`src/rtl/wb_arbiter_if.sv`:
```
// Bus bundle between the three result sources, decode and the write-back arbiter.
interface wb_arbiter_if #(
    parameter int XLEN   = 32,
    parameter int REG_AW = 5
);
    logic              alu_valid, mem_valid, mul_valid;
    logic [REG_AW-1:0] alu_rd, mem_rd, mul_rd;
    logic [XLEN-1:0]   alu_data, mem_data, mul_data;
    logic              alu_ready, mem_ready, mul_ready;
    logic              issue_valid;
    logic [REG_AW-1:0] issue_rd;
    logic [REG_AW-1:0] chk_rs1, chk_rs2, chk_rd;
    logic              stall;
    logic              reg_write;
    logic [REG_AW-1:0] write_reg;
    logic [XLEN-1:0]   write_data;

    modport master (
        output alu_valid, mem_valid, mul_valid, alu_rd, mem_rd, mul_rd,
               alu_data, mem_data, mul_data, issue_valid, issue_rd,
               chk_rs1, chk_rs2, chk_rd,
        input  alu_ready, mem_ready, mul_ready, stall, reg_write, write_reg, write_data
    );

    modport slave (
        input  alu_valid, mem_valid, mul_valid, alu_rd, mem_rd, mul_rd,
               alu_data, mem_data, mul_data, issue_valid, issue_rd,
               chk_rs1, chk_rs2, chk_rd,
        output alu_ready, mem_ready, mul_ready, stall, reg_write, write_reg, write_data
    );
endinterface

```
`src/rtl/wb_arbiter.sv`:
```
// Round-robin write-back arbiter for the register file write port, plus the
// pending-destination scoreboard that stalls decode on in-flight multi-cycle ops.
module wb_arbiter #(
    parameter int XLEN   = 32,
    parameter int REG_AW = 5
) (
    input  logic        clk,
    input  logic        rst,
    wb_arbiter_if.slave bus
);
    localparam int NREG = 1 << REG_AW;

    logic [1:0]        ptr;
    logic [2:0]        req, gnt;
    logic              xfer;
    logic [REG_AW-1:0] sel_rd;
    logic [XLEN-1:0]   sel_data;
    logic [1:0]        ptr_nxt;
    logic [NREG-1:0]   pending, pending_nxt;
    logic              reg_write_p1;
    logic [REG_AW-1:0] write_reg_p1;
    logic [XLEN-1:0]   write_data_p1;

    // Search order starts at p and wraps modulo 3; p == 3 never occurs.
    function automatic logic [2:0] rr_pick(input logic [2:0] v, input logic [1:0] p);
        logic [2:0] r;
        r = 3'b000;
        case (p)
            2'd1: begin
                if (v[1])      r = 3'b010;
                else if (v[2]) r = 3'b100;
                else if (v[0]) r = 3'b001;
            end
            2'd2: begin
                if (v[2])      r = 3'b100;
                else if (v[0]) r = 3'b001;
                else if (v[1]) r = 3'b010;
            end
            default: begin
                if (v[0])      r = 3'b001;
                else if (v[1]) r = 3'b010;
                else if (v[2]) r = 3'b100;
            end
        endcase
        return r;
    endfunction

    // Stage p0: combinational grant and winner select
    assign req  = {bus.mul_valid, bus.mem_valid, bus.alu_valid};
    assign gnt  = rr_pick(req, ptr);
    assign xfer = |gnt;

    assign bus.alu_ready = gnt[0];
    assign bus.mem_ready = gnt[1];
    assign bus.mul_ready = gnt[2];

    always_comb begin
        sel_rd   = '0;
        sel_data = '0;
        ptr_nxt  = ptr;
        if (gnt[0]) begin
            sel_rd = bus.alu_rd; sel_data = bus.alu_data; ptr_nxt = 2'd1;
        end else if (gnt[1]) begin
            sel_rd = bus.mem_rd; sel_data = bus.mem_data; ptr_nxt = 2'd2;
        end else if (gnt[2]) begin
            sel_rd = bus.mul_rd; sel_data = bus.mul_data; ptr_nxt = 2'd0;
        end
    end

    // Clear on commit first so a same-cycle issue to the same register wins.
    always_comb begin
        pending_nxt = pending;
        if (reg_write_p1)
            pending_nxt[write_reg_p1] = 1'b0;
        if (bus.issue_valid && (bus.issue_rd != '0))
            pending_nxt[bus.issue_rd] = 1'b1;
        pending_nxt[0] = 1'b0;
    end

    // Stage p1: registered register-file write and scoreboard state
    always_ff @(posedge clk or negedge rst) begin
        if (!rst) begin
            ptr           <= 2'd0;
            pending       <= '0;
            reg_write_p1  <= 1'b0;
            write_reg_p1  <= '0;
            write_data_p1 <= '0;
        end else begin
            ptr          <= ptr_nxt;
            pending      <= pending_nxt;
            reg_write_p1 <= xfer && (sel_rd != '0);
            if (xfer && (sel_rd != '0)) begin
                write_reg_p1  <= sel_rd;
                write_data_p1 <= sel_data;
            end
        end
    end

    assign bus.reg_write  = reg_write_p1;
    assign bus.write_reg  = write_reg_p1;
    assign bus.write_data = write_data_p1;

    assign bus.stall = pending[bus.chk_rs1] | pending[bus.chk_rs2] | pending[bus.chk_rd];
endmodule

```
`src/flat_wrapper.sv`:
```
// flat-port wrapper written by rule: the top's interface ports become plain ports
module wb_arbiter_flat 
#(
    parameter int XLEN   = 32,
    parameter int REG_AW = 5
)
  (clk, rst, bus_alu_valid, bus_mem_valid, bus_mul_valid, bus_alu_rd, bus_mem_rd, bus_mul_rd, bus_alu_data, bus_mem_data, bus_mul_data, bus_issue_valid, bus_issue_rd, bus_chk_rs1, bus_chk_rs2, bus_chk_rd, bus_alu_ready, bus_mem_ready, bus_mul_ready, bus_stall, bus_reg_write, bus_write_reg, bus_write_data);
  wb_arbiter_if #(.XLEN(XLEN), .REG_AW(REG_AW)) bus_i ();
  input  logic clk;
  input  logic rst;
  input wire logic [$bits(bus_i.alu_valid)-1:0] bus_alu_valid;
  input wire logic [$bits(bus_i.mem_valid)-1:0] bus_mem_valid;
  input wire logic [$bits(bus_i.mul_valid)-1:0] bus_mul_valid;
  input wire logic [$bits(bus_i.alu_rd)-1:0] bus_alu_rd;
  input wire logic [$bits(bus_i.mem_rd)-1:0] bus_mem_rd;
  input wire logic [$bits(bus_i.mul_rd)-1:0] bus_mul_rd;
  input wire logic [$bits(bus_i.alu_data)-1:0] bus_alu_data;
  input wire logic [$bits(bus_i.mem_data)-1:0] bus_mem_data;
  input wire logic [$bits(bus_i.mul_data)-1:0] bus_mul_data;
  input wire logic [$bits(bus_i.issue_valid)-1:0] bus_issue_valid;
  input wire logic [$bits(bus_i.issue_rd)-1:0] bus_issue_rd;
  input wire logic [$bits(bus_i.chk_rs1)-1:0] bus_chk_rs1;
  input wire logic [$bits(bus_i.chk_rs2)-1:0] bus_chk_rs2;
  input wire logic [$bits(bus_i.chk_rd)-1:0] bus_chk_rd;
  output wire logic [$bits(bus_i.alu_ready)-1:0] bus_alu_ready;
  output wire logic [$bits(bus_i.mem_ready)-1:0] bus_mem_ready;
  output wire logic [$bits(bus_i.mul_ready)-1:0] bus_mul_ready;
  output wire logic [$bits(bus_i.stall)-1:0] bus_stall;
  output wire logic [$bits(bus_i.reg_write)-1:0] bus_reg_write;
  output wire logic [$bits(bus_i.write_reg)-1:0] bus_write_reg;
  output wire logic [$bits(bus_i.write_data)-1:0] bus_write_data;
  assign bus_i.alu_valid = bus_alu_valid;
  assign bus_i.mem_valid = bus_mem_valid;
  assign bus_i.mul_valid = bus_mul_valid;
  assign bus_i.alu_rd = bus_alu_rd;
  assign bus_i.mem_rd = bus_mem_rd;
  assign bus_i.mul_rd = bus_mul_rd;
  assign bus_i.alu_data = bus_alu_data;
  assign bus_i.mem_data = bus_mem_data;
  assign bus_i.mul_data = bus_mul_data;
  assign bus_i.issue_valid = bus_issue_valid;
  assign bus_i.issue_rd = bus_issue_rd;
  assign bus_i.chk_rs1 = bus_chk_rs1;
  assign bus_i.chk_rs2 = bus_chk_rs2;
  assign bus_i.chk_rd = bus_chk_rd;
  assign bus_alu_ready = bus_i.alu_ready;
  assign bus_mem_ready = bus_i.mem_ready;
  assign bus_mul_ready = bus_i.mul_ready;
  assign bus_stall = bus_i.stall;
  assign bus_reg_write = bus_i.reg_write;
  assign bus_write_reg = bus_i.write_reg;
  assign bus_write_data = bus_i.write_data;
  wb_arbiter #(.XLEN(XLEN), .REG_AW(REG_AW)) u_core (.clk(clk), .rst(rst), .bus(bus_i));
endmodule
```
`config.mk`:
```
export PLATFORM = sky130hd
export DESIGN_NAME = wb_arbiter_flat
export DESIGN_NICKNAME = d
export VERILOG_FILES = /design/src/rtl/wb_arbiter_if.sv /design/src/rtl/wb_arbiter.sv /design/src/flat_wrapper.sv
export SDC_FILE = /design/constraint.sdc
export NUM_CORES = 1
export LEC_CHECK = 0
export CORE_AREA = 4 4 128 130
export DETAILED_ROUTE_END_ITERATION = 12
export DIE_AREA = 0 0 132 134
export PLACE_DENSITY = 0.55
export SYNTH_ARGS = -nofsm -noshare
export SYNTH_HDL_FRONTEND = slang
export SYNTH_SLANG_ARGS = --single-unit
export TNS_END_PERCENT = 100
```
`constraint.sdc`:
```
create_clock -name clk -period 3.5 [get_ports clk]
set_clock_uncertainty 0.1 [all_clocks]
set_input_delay 0.35 -clock clk [delete_from_list [all_inputs] [get_ports clk]]
set_output_delay 0.35 -clock clk [all_outputs]
set_load 0.005 [all_outputs]
```
# Word level (Yosys, flattened, before mapping)
# Cells that the tools add are included.
[op_classes]
bitwise = 5
n_eq_ne = 2
n_lt_le_gt_ge = 7
reduce_logical = 8
n_mux = 31
[op_table]
columns = ["op", "count"]
rows = [
  ["2-to-1 mux 32 bit", 5],
  ["bitwise AND 32 bit", 1],
  ["NOT 32 bit", 1],
  ["OR 32 bit", 1],
  ["less-than comparator 5 x 6 -> 1 bit (second input constant)", 5],
  ["2-to-1 mux 3 bit", 7],
  ["binary-select mux 1 bit (select 5 bit)", 3],
  ["2-to-1 mux 5 bit", 3],
  ["demux 1 bit (select 5 bit)", 2],
  [">= comparator 5 x 1 -> 1 bit (second input constant)", 2],
  ["nonzero test 5 bit", 2],
  ["2-to-1 mux 2 bit", 4],
  ["2-to-1 mux 1 bit", 6],
  ["one-hot mux 3 bit (2 select lines)", 1],
  ["logical AND 1 bit", 4],
  ["nonzero test 3 bit", 1],
  ["OR reduction 3 bit", 1],
  ["== test 2 x 1 -> 1 bit (second input constant)", 1],
  ["== test 2 bit (second input constant)", 1],
  ["OR 1 bit", 2],
]
[word_totals]
wordCells = 58
out_inout_bits = 42
reg_bits = 71

# Longest topological paths before layout
# Gate-level depths: netlist of run 1.
[depth]
word_depth = 9
ltp_mapped = 12
ltp_nobuf = 10

# Worst setup path before layout of run 1
# Ideal clock, no wire load.
[synth_path]
path_type = "register -> register"
start = "register u_core.ptr[0]"
end = "register u_core.write_data_p1[0], in the netlist u_core.bus.write_data[0]"
path_stages_with_launch = 13
setup_slack_ns = 0.846
period_less_slack_ns = 2.654
t_required_ns = 3.275
n_path_buf = 3
arrival_ns = 2.429
setup_time_ns = 0.125
cell_sequence = "dfrtp_1 -> inv_1 -> ha_1 -> and2b_1 -> o31a_1 -> buf_2 -> a211oi_2 -> buf_4 -> o41a_2 -> nor4_4 -> inv_4 -> buf_6 -> mux2_4"
[synth_between]
elab_chain_cells = 7
[synth_lines]
columns = ["element", "line_no", "rtl"]
rows = [
  ["from (decl)", "wb_arbiter.sv:13", "logic [1:0] ptr;"],
  ["from (signal assigned)", "wb_arbiter.sv:89", "ptr <= ptr_nxt;"],
  ["== test 2 bit / == test 2 x 1 -> 1 bit (equally long branches)", "wb_arbiter.sv:28", "case (p)"],
  ["one-hot mux 3 bit (2 select lines) (*)", "wb_arbiter.sv:28", ""],
  ["2-to-1 mux 5 bit", "wb_arbiter.sv:65", "end else if (gnt[2]) begin"],
  ["2-to-1 mux 5 bit", "wb_arbiter.sv:63", "end else if (gnt[1]) begin"],
  ["2-to-1 mux 5 bit", "wb_arbiter.sv:61", "if (gnt[0]) begin"],
  ["nonzero test 5 bit", "wb_arbiter.sv:92", "if (xfer && (sel_rd != '0)) begin"],
  ["logical AND 1 bit", "wb_arbiter.sv:92", ""],
  ["to (signal assigned)", "wb_arbiter.sv:94", "write_data_p1 <= sel_data;"],
  ["to (decl)", "wb_arbiter.sv:22", "logic [XLEN-1:0] write_data_p1;"],
]
# Every way passes the cells marked *; elsewhere a longest branch is shown, timed or not.
# A chain may end at the register's enable or synchronous reset.

# Worst setup path in the final report of run 1
[layout_path]
start = "input port bus_chk_rs2[0]"
end = "output port bus_stall"
[layout_between]
elab_chain_cells = 4
[layout_lines]
columns = ["element", "line_no", "rtl"]
rows = [
  ["from (decl)", "flat_wrapper.sv:23", "input wire logic [$bits(bus_i.chk_rs2)-1:0] bus_chk_rs2;"],
  ["binary-select mux 1 bit (select 5 bit)", "wb_arbiter.sv:103", "assign bus.stall = pending[bus.chk_rs1] | pending[bus.chk_rs2] | pending[bus.chk_rd];"],
  ["2-to-1 mux 1 bit (not written as such)", "wb_arbiter.sv:103", ""],
  ["OR 1 bit (2 in a row)", "wb_arbiter.sv:103", ""],
  ["to (decl)", "flat_wrapper.sv:28", "output wire logic [$bits(bus_i.stall)-1:0] bus_stall;"],
]
# No other way between the ends. The select of a mux whose other input is x is not followed.

==> results of run 1 <==
==> layer usage <==
metal  track usage, %  share of wire, %  vias to the layer above
li1                 -                 -                     1978
met1             22.1                41                     2066
met2             28.4                47                      216
met3             5.81               9.6                       23
met4             6.24               2.4                        0
met5                0                 0                        -
==> metrics by stage <==
| step | utilization, % | instance area [µm²] |
|---|---|---|
| finish | 44.4 | 6730 |
| global route | 44.4 | 6730 |
| CTS | 44.4 | 6730 |
| detailed placement | 42.7 | 6470 |
| global placement | 42.7 | 6470 |
| floorplan | - | 4490 |
==> cell usage after synthesis, drive strengths merged (3+ instances only) <==
cell type	instances	area, µm²
inv	10	40.0
dfrtp	71	1780
nand2	12	45.0
a222oi	4	40.0
or3b	3	26.3
ha	3	37.5
nor4	4	40.0
mux2	33	465
clkbuf	17	63.8
or3	4	25.0
a221oi	32	280
mux4	21	473
nand2b	3	18.8
nand3	12	60.1
nand3b	8	60.1
o21ai	69	345
nor2b	6	37.5
nor2	69	259
a21oi	8	40.0
mux2i	9	90.1
buf	9	66.3
==> power groups by stage <==
stage	registers [mW]	logic [mW]	clock network, mW
final	1.62	3.31	0.795
after global routing	1.67	3.62	0.857
after CTS	1.61	3.35	0.818
after detailed placement	1.61	3.35	0
after global placement	1.62	3.30	0
after floorplan	1.49	2.19	0
==> logic make-up after synthesis <==
logic type	count (synthesis)
AOI/OAI and AO/OA	125
adders and majority gates	3
buffers and inverters	36
DFF	71
muxes	63
and+or+nand+nor	131
==> path summary, 6_finish.rpt <==
| kind | startpoint | endpoint | slack, ns | cells past startpoint |
|---|---|---|---|---|
| max in group asynchronous | rst | u_core.bus.write_data[24] | 2.67 | 1 |
| worst min register to register | u_core.bus.write_data[22] | u_core.bus.write_data[22] | 0.41 | 1 |
| min in group clk | u_core.bus.write_data[22] | u_core.bus.write_data[22] | 0.41 | 1 |
| worst max register to register | u_core.ptr[0] | u_core.bus.write_data[9] | 0.52 | 10 |
| worst max-delay path | bus_chk_rs2[0] | bus_stall | 0.31 | 8 |
| worst min-delay path | rst | u_core.bus.write_data[14] | 0.04 | 1 |
==> critical path: cells and delay by family <==
family | cells | cell delay [ns]
multiplexers | 2 | 0.69
buffers and inverters | 2 | 1.17
AND/OR/NAND/NOR | 2 | 0.24
AO/OA/AOI/OAI | 2 | 0.27
==> cell type report <==
class | count | area [µm²] | area share (%)
flip-flops and latches | 71 | 1780 | 26.4
inverters | 10 | 40.0 | 0.595
clock inverters | 5 | 25.0 | 0.372
well taps | 188 | 235 | 3.50
multi-input cells | 322 | 2550 | 37.9
clock buffers | 11 | 233 | 3.46
repair buffers | 188 | 1870 | 27.8
==> results by group, run 1 <==
Clock network
  • CTS buffer count: 9
  • CTS Hold Bufs: 0
  • TritonCTS Sinks: 71
  • Clk pin slew, worst setup/hold paths: 0.05 ns
  • CTS root buf: clkbuf_16
  • CTS max path bufs: 2
  • Clk_lat worst skew: 0.32 ns
  • Post-CTS sizing: 0
  • CTS tree: built
  • Htree depth: 3
  • Setup bufs post-CTS: 0

Floorplan
  • Die area: 17700 µm²
  • Initial Util: 29.6%
  • Std-Cell Rows: 45
  • Die Y: 134 µm
  • Die Wd: 132 µm
  • Ports: 179
  • Core area: 15100 µm²

Cells and area
  • Max reg flops: 32
  • Synthesis-to-layout area growth: 49.8%
  • Non-filler instance count after layout: 795
  • Commonest cells after routing, fill and taps aside: clkdlybuf4s50_1 (177), dfrtp_1 (71), o21ai_0 (69), nor2_1 (69), a221oi_1 (32)
  • Final #Nets: 742
  • Leading cell type in the layout, fill and taps excluded: clkdlybuf4s50_1
  • Antenna fix cells: 0
  • Fillers: 1442
  • Layout cells sized above 1: 14.5%

Status
  • Run status: completed

Placement
  • DPL Wire Length: 12500 µm
  • Port Buffers: 178
  • Pre-CTS setup slack: 0.310 ns
  • Placed cells: 779
  • Placer congestion estimate: 0.924

GRT
  • Gr ovfl total: 0
  • First-pass GRT wire length: 24800 µm
  • Initial antenna violation count: 0
  • Largest net degree at the start of global routing: 72
  • Total track usage: 17.6%
  • Vias in the first global route: 4622

Flow run
  • Max cap viols: 0

Detailed routing
  • Antenna Nets Post-Route: 0
  • Routed WL: 15700 µm
  • Avg WL per Cell: 19.7 µm
  • Drt pass-1 iters: 5
  • Via count of the routed design: 4283
  • Vias/cell: 5.39
  • Initial DRC count: 235
  • Remaining DRCs: 0

STA
  • Max frequency: 0.313 GHz
  • Final Max Slew Viols: 0
  • Final setup margin: 0.309 ns
  • Final hold vios: 0
  • Final period util: 91.2%
  • Worst-Margin Slew: 0.902 ns
  • Setup_tns: 0 ns
  • Worst slew margin: 39.9%
  • RSZ-0062 raised after global routing: no
  • Hold_ws: 0.0449 ns
  • Shortest period the worst path allows: 3.19 ns
  • Final Setup Violations: 0

Critical path
  • Peak per-stage delay on the critical path: 0.72 ns
  • Setup CP Type: in2out
  • CP max stage cell: clkdlybuf4s50_1
  • CP arrival: 2.74 ns
  • Req. time, crit path: 3.05 ns
  • CP Max Fanout: 6
  • Cell repeated most along the worst path: clkdlybuf4s50_1
  • Crit start category: input pin
  • Critical path endpoint category: output pin
  • CP cell instances: clkdlybuf4s50_1 -> mux4_2 -> nor2b_1 -> a211oi_1 -> a21oi_1 -> mux2i_1 -> nand4_1 -> clkdlybuf4s50_1

Power and ir drop
  • Switching part of the total: 37.9%
  • Clock power share: 13.9%
  • P_leak: 2.69 nW
  • Switching power: 2.17 mW
  • Peak supply drop: 0.000407 V
  • Pwr dens: 852 nW/µm²
  • Total power: 5.73 mW
  • Sequential power share: 28.3%
  • Combinational power share: 57.8%
  • Int Pwr: 3.56 mW

Synth
  • Adder-Cell Fraction of Synth Area: 0.836%
  • Synth Area in Compound Gates: 18.6%
  • Simple-gate portion of the synthesized area: 14.3%
  • Mux cell area share after synthesis: 22.9%
  • Syn nets: 569
  • Mean post-synth cell area: 10.5 µm²
  • Synth warn: 0
  • Post-synth EDFFs: 0
  • Gate Count Post-Synth: 429
  • Distinct cell type count of the synthesized netlist: 44
  • #FFs+latches synth: 71
  • Post-synthesis sequential area ratio: 39.6%
  • Syn Std Cell Area: 4490 µm²
  • Top FF cell, synth: dfrtp_1
  • Xor/xnor share of the synthesized area: 0%
  • Async SR Flop Fraction: 100%
  • Largest family of logic cells by synthesized area: multiplexers

Hold path
  • Hold Crit Class: in2async
(Power assumes the default switching activity.)
==> run 2: changes to the inputs <==
- CORE_AREA: 4 4 128 130 -> 2 2 126 128
- DIE_AREA: 0 0 132 134 -> 0 0 128 130
==> run 2 against run 1 <==
Effect of this change: fmax down 2.4%; via count shrank 0.26%; critical path depth unchanged; non-clock buffer count decreased by 1; core utilization fell by 0.24 points; count of clock-buffer cells in the layout down 2; first-iteration DRC count increased by 30%; global-route usage up 0.95 points; largest power group unchanged; combinational power hardly changed.
==> results by group, run 2 (same netlist as run 1, synthesis figures left out) <==
Cells and area
  • Max reg flops: 32
  • Antenna fix cells: 0
  • Leading cell type in the layout, fill and taps excluded: clkdlybuf4s50_1
  • Final #Nets: 741
  • Synthesis-to-layout area growth: 51.8%
  • Layout cells sized above 1: 14.7%
  • Fillers: 1485
  • Non-filler instance count after layout: 798
  • Commonest cells after routing, fill and taps aside: clkdlybuf4s50_1 (177), dfrtp_1 (71), o21ai_0 (69), nor2_1 (69), a221oi_1 (32)

Power and ir drop
  • Peak supply drop: 0.000365 V
  • Int Pwr: 3.78 mW
  • Switching part of the total: 36.7%
  • Combinational power share: 55.1%
  • Sequential power share: 27.2%
  • Switching power: 2.18 mW
  • Clock power share: 17.7%
  • Total power: 5.96 mW
  • Pwr dens: 875 nW/µm²
  • P_leak: 2.71 nW

Clock network
  • CTS Hold Bufs: 0
  • CTS max path bufs: 2
  • Htree depth: 3
  • Clk_lat worst skew: 0.34 ns
  • CTS buffer count: 9
  • Setup bufs post-CTS: 0
  • CTS root buf: clkbuf_16
  • CTS tree: built
  • TritonCTS Sinks: 71
  • Clk pin slew, worst setup/hold paths: 0.06 ns
  • Post-CTS sizing: 0

Critical path
  • R2R cell count: 10
  • CP arrival: 2.82 ns
  • Crit start category: input pin
  • Req. time, crit path: 3.05 ns
  • Setup CP Type: in2out
  • Critical path endpoint category: output pin
  • CP Max Fanout: 6
  • Reg2reg setup slack: 0.57 ns

Detailed routing
  • Antenna Nets Post-Route: 0
  • Remaining DRCs: 0
  • Initial DRC count: 306
  • Drt pass-1 iters: 6
  • Via count of the routed design: 4272
  • Avg WL per Cell: 19.2 µm
  • Vias/cell: 5.35
  • Routed WL: 15300 µm

GRT
  • Vias in the first global route: 4367
  • First-pass GRT wire length: 23800 µm
  • Total track usage: 18.5%
  • Initial antenna violation count: 0
  • Largest net degree at the start of global routing: 72
  • Gr ovfl total: 0

STA
  • Final setup margin: 0.231 ns
  • Max frequency: 0.306 GHz
  • Setup_tns: 0 ns
  • Final Setup Violations: 0
  • Shortest period the worst path allows: 3.27 ns
  • RSZ-0062 raised after global routing: no
  • Final Max Slew Viols: 0
  • Final hold vios: 0
  • Worst-Margin Slew: 0.900 ns
  • Final period util: 93.4%
  • Worst slew margin: 40.0%

Placement
  • Port Buffers: 178
  • Pre-CTS setup slack: 0.251 ns
  • Placed cells: 782
  • DPL Wire Length: 11900 µm
  • Placer congestion estimate: 0.890

Floorplan
  • Die Y: 130 µm
  • Ports: 179
  • Die area: 16600 µm²
  • Die Wd: 128 µm
  • Initial Util: 29.1%
  • Std-Cell Rows: 46
  • Core area: 15400 µm²

Hold path
  • Hold Crit Class: in2async

Status
  • Run status: completed

Flow run
  • Max cap viols: 0
==> run 2: layout make-up <==
| cell class | instances | area, µm² | share of cell area, % |
|---|---|---|---|
| inverters | 10 | 40.0 | 0.588 |
| well taps | 192 | 240 | 3.53 |
| clock buffers | 9 | 225 | 3.31 |
| flip-flops and latches | 71 | 1780 | 26.1 |
| clock inverters | 7 | 121 | 1.78 |
| multi-input cells | 322 | 2550 | 37.4 |
| repair buffers | 187 | 1860 | 27.3 |
==> run 2: routing by layer <==
layer	part of all wire, %	vias to the layer above	wire (µm)	global-route usage (%)
met5	0	-	0	0
met4	2.6	0	393	6.79
met3	9.1	35	1390	5.17
met2	48	214	7290	30.7
met1	41	2047	6230	23.2
li1	-	1976	-	-
==> run 2: path summary, 6_finish.rpt <==
| kind | from | to |
|---|---|---|
| setup / recovery | bus_chk_rs2[0] | bus_stall |
| hold / removal | rst | u_core.pending[3] |
| setup reg to reg | u_core.ptr[0] | u_core.bus.write_data[25] |
| hold reg to reg | u_core.bus.write_data[11] | u_core.bus.write_data[11] |
| max in group asynchronous | rst | u_core.ptr[1] |
| min in group clk | u_core.bus.write_data[11] | u_core.bus.write_data[11] |
==> run 2: power groups by stage <==
stage	Combinational, mW	Sequential (mW)	Clock, mW
after global routing	3.59	1.68	1.11
after CTS	3.31	1.61	1.08
after detailed placement	3.31	1.62	0
final	3.28	1.62	1.06
after global placement	3.25	1.61	0
after floorplan	2.19	1.49	0
==> run 2: per-stage QoR <==
step	util, %	area, µm²	hold slack [ns]
floorplan	-	4490	-0.0456
global placement	41.9	6470	0.393
detailed placement	41.9	6470	0.394
CTS	44.2	6810	0.0895
global route	44.2	6810	0.124
finish	44.2	6810	0.0446
==> run 2: worst max-delay path: stages <==
cell	delay (ns)
clkdlybuf4s50_1	0.73
mux4_2	0.56
nor2b_1	0.15
a211oi_1	0.22
a21oi_1	0.07
mux2i_1	0.16
nand4_1	0.12
clkdlybuf4s50_1	0.46
